$ cat config.mk
export PLATFORM = sky130hd
export DESIGN_NAME = motion_cmd_gen
export DESIGN_NICKNAME = d
export VERILOG_FILES = /design/src/rtl/motion_cmd_gen.sv
export SDC_FILE = /design/constraint.sdc
export NUM_CORES = 1
export LEC_CHECK = 0
export BUFFER_PORTS_ARGS = -buffer_cell sky130_fd_sc_hd__buf_2
export CORE_MARGIN = 2
export CORE_UTILIZATION = 40
export CTS_BUF_LIST = sky130_fd_sc_hd__clkbuf_8
export CTS_CLUSTER_DIAMETER = 200
export DETAILED_ROUTE_END_ITERATION = 8
export PLACE_DENSITY = 0.68
export SLEW_MARGIN = 25
export SYNTH_ARGS = -nofsm -noshare
export SYNTH_HDL_FRONTEND = slang
export SYNTH_SLANG_ARGS = --single-unit
$ cat constraint.sdc
create_clock -name clk -period 2.6 [get_ports clk]
set_input_delay 0.39 -clock clk [delete_from_list [all_inputs] [get_ports clk]]
set_output_delay 0.39 -clock clk [all_outputs]
set_load 0.05 [all_outputs]
$ cat src/rtl/motion_cmd_gen.sv
// Debounced, speed-ramped motion command source with a valid/ready output and a request watchdog.
// Direction changes always brake to zero first; silence on req_valid forces a controlled stop.
module motion_cmd_gen #(
   parameter int unsigned STABLE_COUNT   = 3,
   parameter int unsigned RAMP_TICKS     = 2_500_000,
   parameter int unsigned TIMEOUT_CYCLES = 25_000_000,
   parameter int unsigned MAX_SPEED      = 8
) (
   input  logic       clk,
   input  logic       rst,
   input  logic [3:0] req_cmd,
   input  logic       req_valid,
   input  logic [3:0] speed_target,
   output logic [3:0] move_cmd,
   output logic [3:0] speed_level,
   output logic       valid,
   input  logic       ready,
   output logic       timeout_stop
);

   typedef enum logic [1:0] {StIdle, StRun, StBrake} state_e;

   state_e      state;
   logic [3:0]  code, cand, cand_nxt, accepted, target;
   logic [31:0] cnt, cnt_nxt, wd_cnt, ramp_cnt;
   logic        tick_pend, step, idle_go;

   always_comb begin
      code     = (req_cmd <= 4'd4) ? req_cmd : 4'd0;
      target   = (speed_target > 4'(MAX_SPEED)) ? 4'(MAX_SPEED) : speed_target;
      cand_nxt = cand;
      cnt_nxt  = cnt;
      if (code == cand) begin
         if (cnt < STABLE_COUNT) cnt_nxt = cnt + 32'd1;
      end else begin
         cand_nxt = code;
         cnt_nxt  = 32'd1;
      end
   end

   // Debounce and watchdog; the watchdog saturates once it has fired.
   always_ff @(posedge clk or negedge rst) begin
      if (!rst) begin
         cand         <= 4'd0;
         cnt          <= 32'd0;
         accepted     <= 4'd0;
         wd_cnt       <= 32'd0;
         timeout_stop <= 1'b0;
      end else if (req_valid) begin
         cand         <= cand_nxt;
         cnt          <= cnt_nxt;
         wd_cnt       <= 32'd0;
         timeout_stop <= 1'b0;
         if (cnt_nxt == STABLE_COUNT) accepted <= cand_nxt;
      end else if (wd_cnt < TIMEOUT_CYCLES) begin
         wd_cnt <= wd_cnt + 32'd1;
         if (wd_cnt == TIMEOUT_CYCLES - 1) begin
            timeout_stop <= 1'b1;
            accepted     <= 4'd0;
            cnt          <= 32'd0;
         end
      end
   end

   always_comb begin
      idle_go = (state == StIdle) && !valid && (accepted != 4'd0) && (target != 4'd0);
      step    = tick_pend && !valid &&
                ((state == StBrake) ||
                 ((state == StRun) && (accepted == move_cmd) && (target != speed_level)));
   end

   // Ramp timer restarts on every emitted transfer so consecutive steps are a full period apart.
   always_ff @(posedge clk or negedge rst) begin
      if (!rst) begin
         state       <= StIdle;
         move_cmd    <= 4'd0;
         speed_level <= 4'd0;
         valid       <= 1'b0;
         ramp_cnt    <= 32'd0;
         tick_pend   <= 1'b0;
      end else begin
         if (valid && ready) valid <= 1'b0;

         if (idle_go || step) begin
            ramp_cnt  <= 32'd0;
            tick_pend <= 1'b0;
         end else if (ramp_cnt == RAMP_TICKS - 1) begin
            ramp_cnt  <= 32'd0;
            tick_pend <= 1'b1;
         end else begin
            ramp_cnt <= ramp_cnt + 32'd1;
         end

         unique case (state)
            StIdle: begin
               if (idle_go) begin
                  move_cmd    <= accepted;
                  speed_level <= 4'd1;
                  valid       <= 1'b1;
                  state       <= StRun;
               end
            end
            StRun: begin
               if (accepted != move_cmd) begin
                  state <= StBrake;
               end else if (step) begin
                  valid <= 1'b1;
                  if (target > speed_level) begin
                     speed_level <= speed_level + 4'd1;
                  end else if (speed_level > 4'd1) begin
                     speed_level <= speed_level - 4'd1;
                  end else begin
                     move_cmd    <= 4'd0;
                     speed_level <= 4'd0;
                     state       <= StIdle;
                  end
               end
            end
            StBrake: begin
               if (step) begin
                  valid <= 1'b1;
                  if (speed_level > 4'd1) begin
                     speed_level <= speed_level - 4'd1;
                  end else begin
                     move_cmd    <= 4'd0;
                     speed_level <= 4'd0;
                     state       <= StIdle;
                  end
               end
            end
            default: state <= StIdle;
         endcase
      end
   end

endmodule
==> results of run 1 <==
==> cell families after synthesis <==
group | after synthesis | share of synthesized area (%)
AO/OA/AOI/OAI | 67 | 8.01
flip-flops | 117 | 50.5
AND/OR/NAND/NOR | 294 | 27.5
XOR/XNOR | 52 | 7.86
adder cells (fa/ha/maj) | 14 | 3.02
buffers and inverters | 34 | 2.22
multiplexers | 5 | 0.885
==> area by class of cell <==
type	instances	area, µm²
Clock buffer	22	303
Clock inverter	9	38.8
Inverter	19	71.3
Multi-Input combinational cell	432	2740
Fill cell	1284	7470
Timing Repair Buffer	40	265
Tap cell	180	225
Sequential cell	117	2930
==> worst paths after layout <==
check / from / slack, ns / cells past startpoint / endpoint
min: ready / 0.27 / 3 / valid
max in group asynchronous: rst / 1.40 / 3 / speed_level[2]
max: speed_level[3] / 0.19 / 9 / speed_level[3]
min in group asynchronous: rst / 0.53 / 2 / cnt[28]
max reg2reg: speed_level[3] / 0.19 / 9 / speed_level[3]
min reg2reg: cnt[29] / 0.49 / 1 / cnt[29]
==> worst min-delay path: stages <==
cell and delay [ns]:
sky130_fd_sc_hd__buf_2 0.08, sky130_fd_sc_hd__o22ai_1 0.06, sky130_fd_sc_hd__a21boi_0 0.13
==> synth_stat cells, drive strengths merged (2+ instances only) <==
cell	count	share of area [%]
xnor2	17	2.6
xor2	35	5.3
or4	5	0.65
nand2	39	2.5
o21ai	16	1.4
nor3	16	1.4
a21boi	2	0.45
a2bb2oi	2	0.30
and3	14	1.5
clkbuf	14	0.91
nand3	28	2.4
ha	14	3.0
o31ai	3	0.39
nor4	17	2.1
nor2	78	5.1
a21oi	13	1.1
nand4b	3	0.45
a22o	7	1.1
o21a	4	0.52
o22ai	3	0.32
nor4b	3	0.45
nand2b	6	0.65
dfrtp	117	51
mux2i	4	0.69
nand3b	2	0.26
nand4	21	2.8
or3	6	0.65
nor3b	2	0.26
and4	4	0.60
inv	19	1.2
o211ai	4	0.60
nor2b	12	1.3
and2	34	3.7
a31oi	3	0.32
==> per-layer routing <==
| metal | track usage, % | up-vias | share of wire (%) |
|---|---|---|---|
| met5 | 0 | - | 0 |
| met4 | 6.54 | 0 | 1.6 |
| met3 | 3.95 | 17 | 3.2 |
| met2 | 25.0 | 73 | 47 |
| met1 | 22.1 | 2183 | 48 |
| li1 | - | 2131 | - |
==> state kept, by name (all words and copies together), names as in the netlist <==
register and flops:
state 2, cnt 32, ramp_cnt 32, wd_cnt 32, tick_pend 1, accepted 4
move_cmd 4, speed_level 4, valid 1, cand 4, timeout_stop 1
==> repair_timing <==
item                       CTS  global route
buffers inserted             0             0
setup endpoints to repair    0             0
hold endpoints to repair     4             0
hold buffers                 1             0
gates resized for setup      0             0
==> power breakdown <==
part	total (mW)	internal (mW)	leakage, nW	switching [mW]
Clock	1.44	0.756	0.200	0.681
Sequential	2.10	1.95	1.61	0.154
Combinational	1.45	0.543	1.22	0.906
Total	4.99	3.25	3.03	1.74
==> results by stage, run 1 <==
Setup path:
- The critical path data required time is about 2.9 ns.
- The data arrival time at the worst-slack endpoint is roughly 2.7 ns.
- The largest single stage delay on the critical path is between 0.4 and 0.5 ns.
- In this run the worst path has a maximum fanout of 7.
- The cell with the biggest individual delay on the critical path is sky130_fd_sc_hd__dfrtp_1.
- The critical path goes through inv_1 -> ha_1 -> and4_1 -> a22o_1 -> a211oi_1 -> buf_4 -> nand2_1 -> a222oi_1 -> o41ai_1.
- The critical path capture point type is a register.
- The number of buffers and inverters on the critical path is 2.
- The kind of cell adding the most delay to the critical path is compound AO/OA/AOI/OAI gates.
- The setup path with the least slack is of type reg2reg.
- The element type at the critical path start is a register.

Pwr:
- The static power due to leakage is 3.03 nW.
- Overall power consumption after layout is estimated at approximately 5 mW.
- The power density normalized to cell area is ~760 nW/µm².
- Across the VDD grid, the largest voltage drop is about 0.38 mV.

Final layout:
- In the final layout, the share of cells above drive strength 1 is a little under an eighth.
- In the layout the commonest cells are sky130_fd_sc_hd__dfrtp_1 (117), sky130_fd_sc_hd__nor2_1 (78), sky130_fd_sc_hd__nand2_1 (39).
- The most common library cell in the layout ignoring fill and taps is sky130_fd_sc_hd__dfrtp_1.
- The post-route standard cell area excluding fillers is around 6600 µm².
- The final cell count without fillers is around 820.
- The final layout net count is 653.
- The number of antenna diodes in the final layout is 0.
- The area added between synthesis and finish is 13.4%.
- Cells fill roughly 47% of the core in the end.

Timing:
- The total negative setup slack is 0 ns.
- Based on the critical path, the design can be clocked at up to about 420 MHz.
- The worst pin sits at a relative slew slack of a little under three fifths.
- Across all setup checks in the final design, the least slack found is 0.193 ns.
- The final critical-path share of the clock period is 92.6%.
- The final-report hold violation count came to 0.
- The number of pins with negative max-slew slack in the final report is 0.
- The worst clock skew on the final layout is 0.0112 ns.
- At the pin with the least slew margin, the transition time is about 0.64 ns.
- Setup repair after global routing left no endpoint under its margin.
- The total of endpoints with negative setup slack in the final report is 0.
- The shortest clock period the worst path allows after layout is about 2.4 ns.
- The hold slack is 0.272 ns.

Route:
- The remaining antenna violation count is 0.
- Dividing the detail-routed via count by the number of cells gives approximately 5.4.
- After detailed routing, the number of remaining DRC violations is 0.
- Before antenna repair, the detailed router went through 4 iterations.
- The first-iteration detailed-routing DRC count is roughly 370.
- The detail-routed net length per standard cell is around 14 µm.
- The final wirelength is ~12000 µm.
- The overall via count from detail_route is 4404.

Hold path:
- The classification of the worst-slack hold path is in2reg.

Yosys:
- Counting every instance in the synthesized netlist gives roughly 580.
- In the synthesized netlist the dominant register cell turns out to be sky130_fd_sc_hd__dfrtp_1.
- The mapped netlist covers between 5000 and 6000 µm².
- The total of flip-flops plus latches after synthesis is roughly 120.
- The number of warning messages in the yosys log is 0.
- The per-instance average area after synthesis is approximately 9.9 µm².
- For this run, asynchronously set or reset flops after synthesis account for 100%.
- The number of different library cells in the post-synthesis netlist is 54.
- When the netlist entered floorplanning its net count stood at approximately 610.
- The number of flops mapped to enable cells by yosys is 0.
- The sequential share of the synthesized area is about half.

Global route:
- The number of global-route vias before repair was 4427.
- The number of antenna violations at the first check in global routing was 0.
- After global routing the overflow that remains totals 0.
- Across every metal layer, demand over resource in global routing totals 16.3%.
- The maximum number of pins on one net before global-route repair is 52.
- The first global-routing pass estimated 20900 µm of wire.

Clock network:
- The clock reaches the later pin of the worst-skew pair after 0.43 ns.
- TritonCTS built the clock tree.
- CTS saw between 100 and 150 sinks.
- In this run the deepest clock path goes through 2 buffers.
- The H-tree depth is 4.
- Clock-pin slew was measured on the worst setup and hold paths at 0.07 ns.
- CTS placed an instance of sky130_fd_sc_hd__clkbuf_8 at the clock tree root.
- Counting the buffers created by CTS gives 17.

Floorplan:
- The x dimension of the die is 124 µm.
- The initial standard-cell utilization of the core is around 41%.
- The die covers 15500 µm².
- The chip height is ~120 µm.
- Row generation in the floorplan step produced 43 rows.
- The I/O pin count is 22.
- The standard cell core area is ~14000 µm².

Placed design:
- Prior to clock tree synthesis, the placed netlist has a worst setup slack of between 0.2 and 0.25 ns.
- The wire-length estimate of the detail-placed layout is about 8200 µm.
- The number of buffer cells added on primary ports is 21.
- The final weighted congestion in routability-driven placement is ~0.86.
- The cell area reported after detailed placement is 6220 µm².
- The total placed cells including tap cells is slightly below 800.

Job:
- Max-cap violations in this run came to 0.

Outcome:
- The flow ran to the end, and the final reports show no timing, DRC or antenna violations.
Note: power is estimated with default switching activity, not from simulation.
==> run 2: changes to the inputs <==
--- a/config.mk
+++ b/config.mk
@@ -5,13 +5,14 @@
 export SDC_FILE = /design/constraint.sdc
 export NUM_CORES = 1
 export LEC_CHECK = 0
+export ABC_AREA = 1
 export BUFFER_PORTS_ARGS = -buffer_cell sky130_fd_sc_hd__buf_2
 export CORE_MARGIN = 2
 export CORE_UTILIZATION = 40
 export CTS_BUF_LIST = sky130_fd_sc_hd__clkbuf_8
 export CTS_CLUSTER_DIAMETER = 200
 export DETAILED_ROUTE_END_ITERATION = 8
-export PLACE_DENSITY = 0.68
+export PLACE_DENSITY = 0.67
 export SLEW_MARGIN = 25
 export SYNTH_ARGS = -nofsm -noshare
 export SYNTH_HDL_FRONTEND = slang
==> run 2 against run 1 <==
  * Synthesized area up 11%
  * Via count up 21%
  * Synthesized cell count up 41%
  * Die area up 11%
  * Design area up 10%
  * First-iteration DRC count down 2.2%
  * Critical endpoint is now wd_cnt[12]
  * Count of clock-buffer cells in the layout up 1
  * Fmax up 11%
  * Register-to-register slack better by 0.24 ns
==> results by stage, run 2 <==
Outcome:
- The run finished with clean final reports.

Route:
- The first-iteration detailed-routing DRC count is about 360.
- The remaining antenna violation count is 0.
- The routed layout has 5319 vias.
- The final wirelength is about 13000 µm.
- The detail-routed net length per standard cell is about 12 µm.
- The via density per instance is a little under 5.
- Before antenna repair, the detailed router went through 5 iterations.
- The post-detailed-route DRC marker count is 0.

Clock network:
- The clock tree from TritonCTS is built.
- The post-CTS repair timing setup buffer count is 0.
- The H-tree depth is 4.
- The insertion delay of the later-clocked pin in the worst-skew pair is approximately 0.43 ns.
- In this run, post-CTS repair resized a total of 0 instances.
- The clock net in this run drives a total of between 100 and 150 sinks.
- Buffers inserted to repair hold after CTS numbered 1.
- The clock passes through at most 2 buffers.
- Buffers inserted during clock tree synthesis total 17.
- The cell sitting at the root of the clock tree is a sky130_fd_sc_hd__clkbuf_8.
- The clock-pin slew on the worst setup and hold paths is roughly 0.070 ns.

Timing:
- The number of pins with negative max-slew slack in the final report is 0.
- The final critical-path share of the clock period is between 80% and 90%.
- The total of endpoints with negative setup slack in the final report is 0.
- The final-report hold violation count is 0.
- The headroom to the max-slew limit is between 60% and 70%.
- The slew at the pin closest to its max-slew limit is 0.465 ns.
- After routing, the total negative slack on setup checks comes to 0 ns.
- Once routing completed, OpenROAD measured the worst setup slack at 0.433 ns.
- The shortest clock period the worst path allows after layout is ~2.2 ns.
- On the final layout, the worst clock skew is around 0.011 ns.
- For this run, the top clock speed supported by timing is between 400 and 500 MHz.
- Setup repair after global routing left no endpoint under its margin.

Yosys:
- During synthesis, Yosys emitted a total of 0 warnings.
- The count of mapped cells out of synthesis is 820.
- The sequential share of the synthesized area is roughly 45%.
- Summing the areas of all fa, ha and maj instances in the mapped netlist gives approximately 2.7% of the synthesized area.
- The portion of synthesized cell area occupied by the leading cell type is a little under half.
- For this run, the leading register cell type out of synthesis is sky130_fd_sc_hd__dfrtp_1.
- After synthesis, the cell types taking the most area are sky130_fd_sc_hd__dfrtp_1 (45%), sky130_fd_sc_hd__nand2_1 (7.1%), sky130_fd_sc_hd__nor2_1 (7.0%), sky130_fd_sc_hd__inv_1 (6.9%), sky130_fd_sc_hd__nand3_1 (5.0%).
- The synthesized design spends more area on one cell type than any other, namely sky130_fd_sc_hd__dfrtp_1.
- The most common cell in the synthesized netlist is sky130_fd_sc_hd__nand2_1.
- The total of flip-flops plus latches after synthesis is roughly 120.
- The area fraction in and, or, nand and nor cells after synthesis is ~29%.
- By area, the combinational part of the netlist is dominated by simple AND/OR/NAND/NOR gates.
- The cell area that synthesis handed to floorplanning was about 6400 µm².
- Counting every net in the synthesized netlist gives between 800 and 900.
- The mux contribution to synthesized area is 0%.
- In this run, distinct cell masters in the synthesized netlist total 48.
- The compound-cell area share of the yosys netlist is between 10% and 20%.
- After synthesis, the most frequently instantiated cells are sky130_fd_sc_hd__nand2_1 (122), sky130_fd_sc_hd__nor2_1 (121), sky130_fd_sc_hd__inv_1 (118).
- After synthesis, the mean cell area works out to about 7.9 µm².
- The fraction of synthesis flops using an asynchronous set or reset pin is 100%.
- Of the total synthesized cell area, the portion taken by XOR and XNOR cells is about 3.7%.
- The number of flops mapped to enable cells by yosys is 0.

Placed design:
- The number of buffer cells added on primary ports is 21.
- Detailed placement ended at an HPWL of 9180 µm.
- OpenSTA, run right after detailed placement, puts the worst setup slack at 0.327 ns.
- The final weighted congestion in routability-driven placement is 0.859.

Floorplan:
- The die covers around 17000 µm².
- The total number of placement rows is 46.
- In this run the horizontal extent of the chip is about 130 µm.
- The core region is about 16000 µm².
- The I/O pin count is 22.
- In this run the vertical extent of the chip is ~130 µm.
- The initial standard-cell utilization of the core is roughly two fifths.

Pwr:
- The worst-case IR drop observed on VDD is 0.469 mV.
- In this run the static leakage power is 3.25 nW.
- The total power after layout is approximately 4.8 mW.
- The power density normalized to cell area is 668 nW/µm².

Final layout:
- The largest registers in the layout are cnt x32, ramp_cnt x32, wd_cnt x32.
- The area added between synthesis and finish is 12.4%.
- The library cells used most frequently in the layout, excluding fill and tap cells, are sky130_fd_sc_hd__inv_1 (122), sky130_fd_sc_hd__nand2_1 (122), sky130_fd_sc_hd__nor2_1 (120).
- The share of post-route cells with drive strength above 1 is between 8 and 9%.
- The final layout net count is ~900.

Setup path:
- The critical path capture point type is a register.
- The element type at the critical path start is a register.
- Along the worst path, the maximum fanout reaches 6.
- The data arrival time at the worst-slack endpoint is around 2.5 ns.
- The critical path is of the reg2reg type.
- Data on the critical path is required at its endpoint by a little under 3 ns.

Global route:
- After global routing the overflow that remains totals 0.
- The number of global-route vias before repair is roughly 5000.
- Entering global routing, the biggest net connects 62 pins.
- The global-route wire length before repair is between 20000 and 25000 µm.
- Global routing used approximately 17% of the available tracks.
- The number of antenna violations at the first check in global routing is 1.

Job:
- The max-cap check violation count is 0.

Hold path:
- The worst hold path belongs to the class in2reg.
## run 2: cell count changes in the layout (fill, tap and decap cells not counted), sizes merged, moves of 10 or more
cell	change
and3	-13
o21ai	+50
nand2	+86
a21oi	+11
nor2b	-12
buf	-10
nand3	+39
xor2	-15
inv	+99
xnor2	-10
nor3	+21
nor2	+50
and2	-34
## run 2: per-stage QoR
stage | std cells | instance area (µm²) | utilization [%] | hold slack [ns]
final | 1078 | 7250 | 45.8 | 0.286
after global routing | 1077 | 7250 | 45.8 | 0.293
after CTS | 1077 | 7250 | 45.8 | 0.254
after floorplan | 820 | 6450 | - | 0.0944
after detailed placement | 1046 | 6840 | 43.2 | 0.377
after global placement | 1046 | 6840 | 43.2 | 0.376
## run 2: final cells by class
class | instances | area (µm²)
multi-input combinational | 565 | 2990
sequential | 117 | 2930
antenna | 1 | 2.50
timing repair buffer | 30 | 215
clock inverter | 7 | 80.1
inverter | 119 | 447
fill | 1548 | 8580
clock buffer | 23 | 317
tap | 216 | 270
## run 2: metal layers
layer	global-route usage (%)	up-vias	routed length, µm
met3	4.44	10	484
met5	0	-	0
met2	24.7	82	5840
li1	-	2779	-
met1	23.7	2448	6840
met4	4.19	0	75
## run 2: logic make-up (layout without fill, tap and decap cells)
family | count (synthesis) | in the layout
buf+inv | 138 | 179
compound gates | 125 | 125
simple gates | 399 | 399
fa+ha+maj | 14 | 14
flops | 117 | 117
other cells | 0 | 1
xor+xnor | 27 | 27
## run 2: worst paths after layout
check / startpoint / to / slack [ns] / cells past startpoint
hold / removal: ready / valid / 0.29 / 4
hold reg to reg: wd_cnt[25] / wd_cnt[25] / 0.47 / 2
min in group asynchronous: rst / ramp_cnt[24] / 0.45 / 2
setup / recovery: wd_cnt[6] / wd_cnt[12] / 0.43 / 11
setup reg to reg: wd_cnt[6] / wd_cnt[12] / 0.43 / 11
max in group asynchronous: rst / cnt[20] / 1.45 / 3
## run 2: report_power, final
part | internal (mW) | switching, mW
Sequential | 1.94 | 0.130
Combinational | 0.336 | 0.771
Clock | 0.980 | 0.680
## run 2: critical path, stage by stage, from the launching register on
cell and delay [ns]:
sky130_fd_sc_hd__dfrtp_1 0.39, sky130_fd_sc_hd__inv_1 0.13, sky130_fd_sc_hd__nand3_1 0.09, sky130_fd_sc_hd__nor3_1 0.24, sky130_fd_sc_hd__o21ai_0 0.12, sky130_fd_sc_hd__nand2_1 0.07, sky130_fd_sc_hd__nand2_1 0.13, sky130_fd_sc_hd__nor2_1 0.24
sky130_fd_sc_hd__nand2_1 0.13, sky130_fd_sc_hd__nor2_1 0.22, sky130_fd_sc_hd__nand2_1 0.11, sky130_fd_sc_hd__o21a_1 0.18
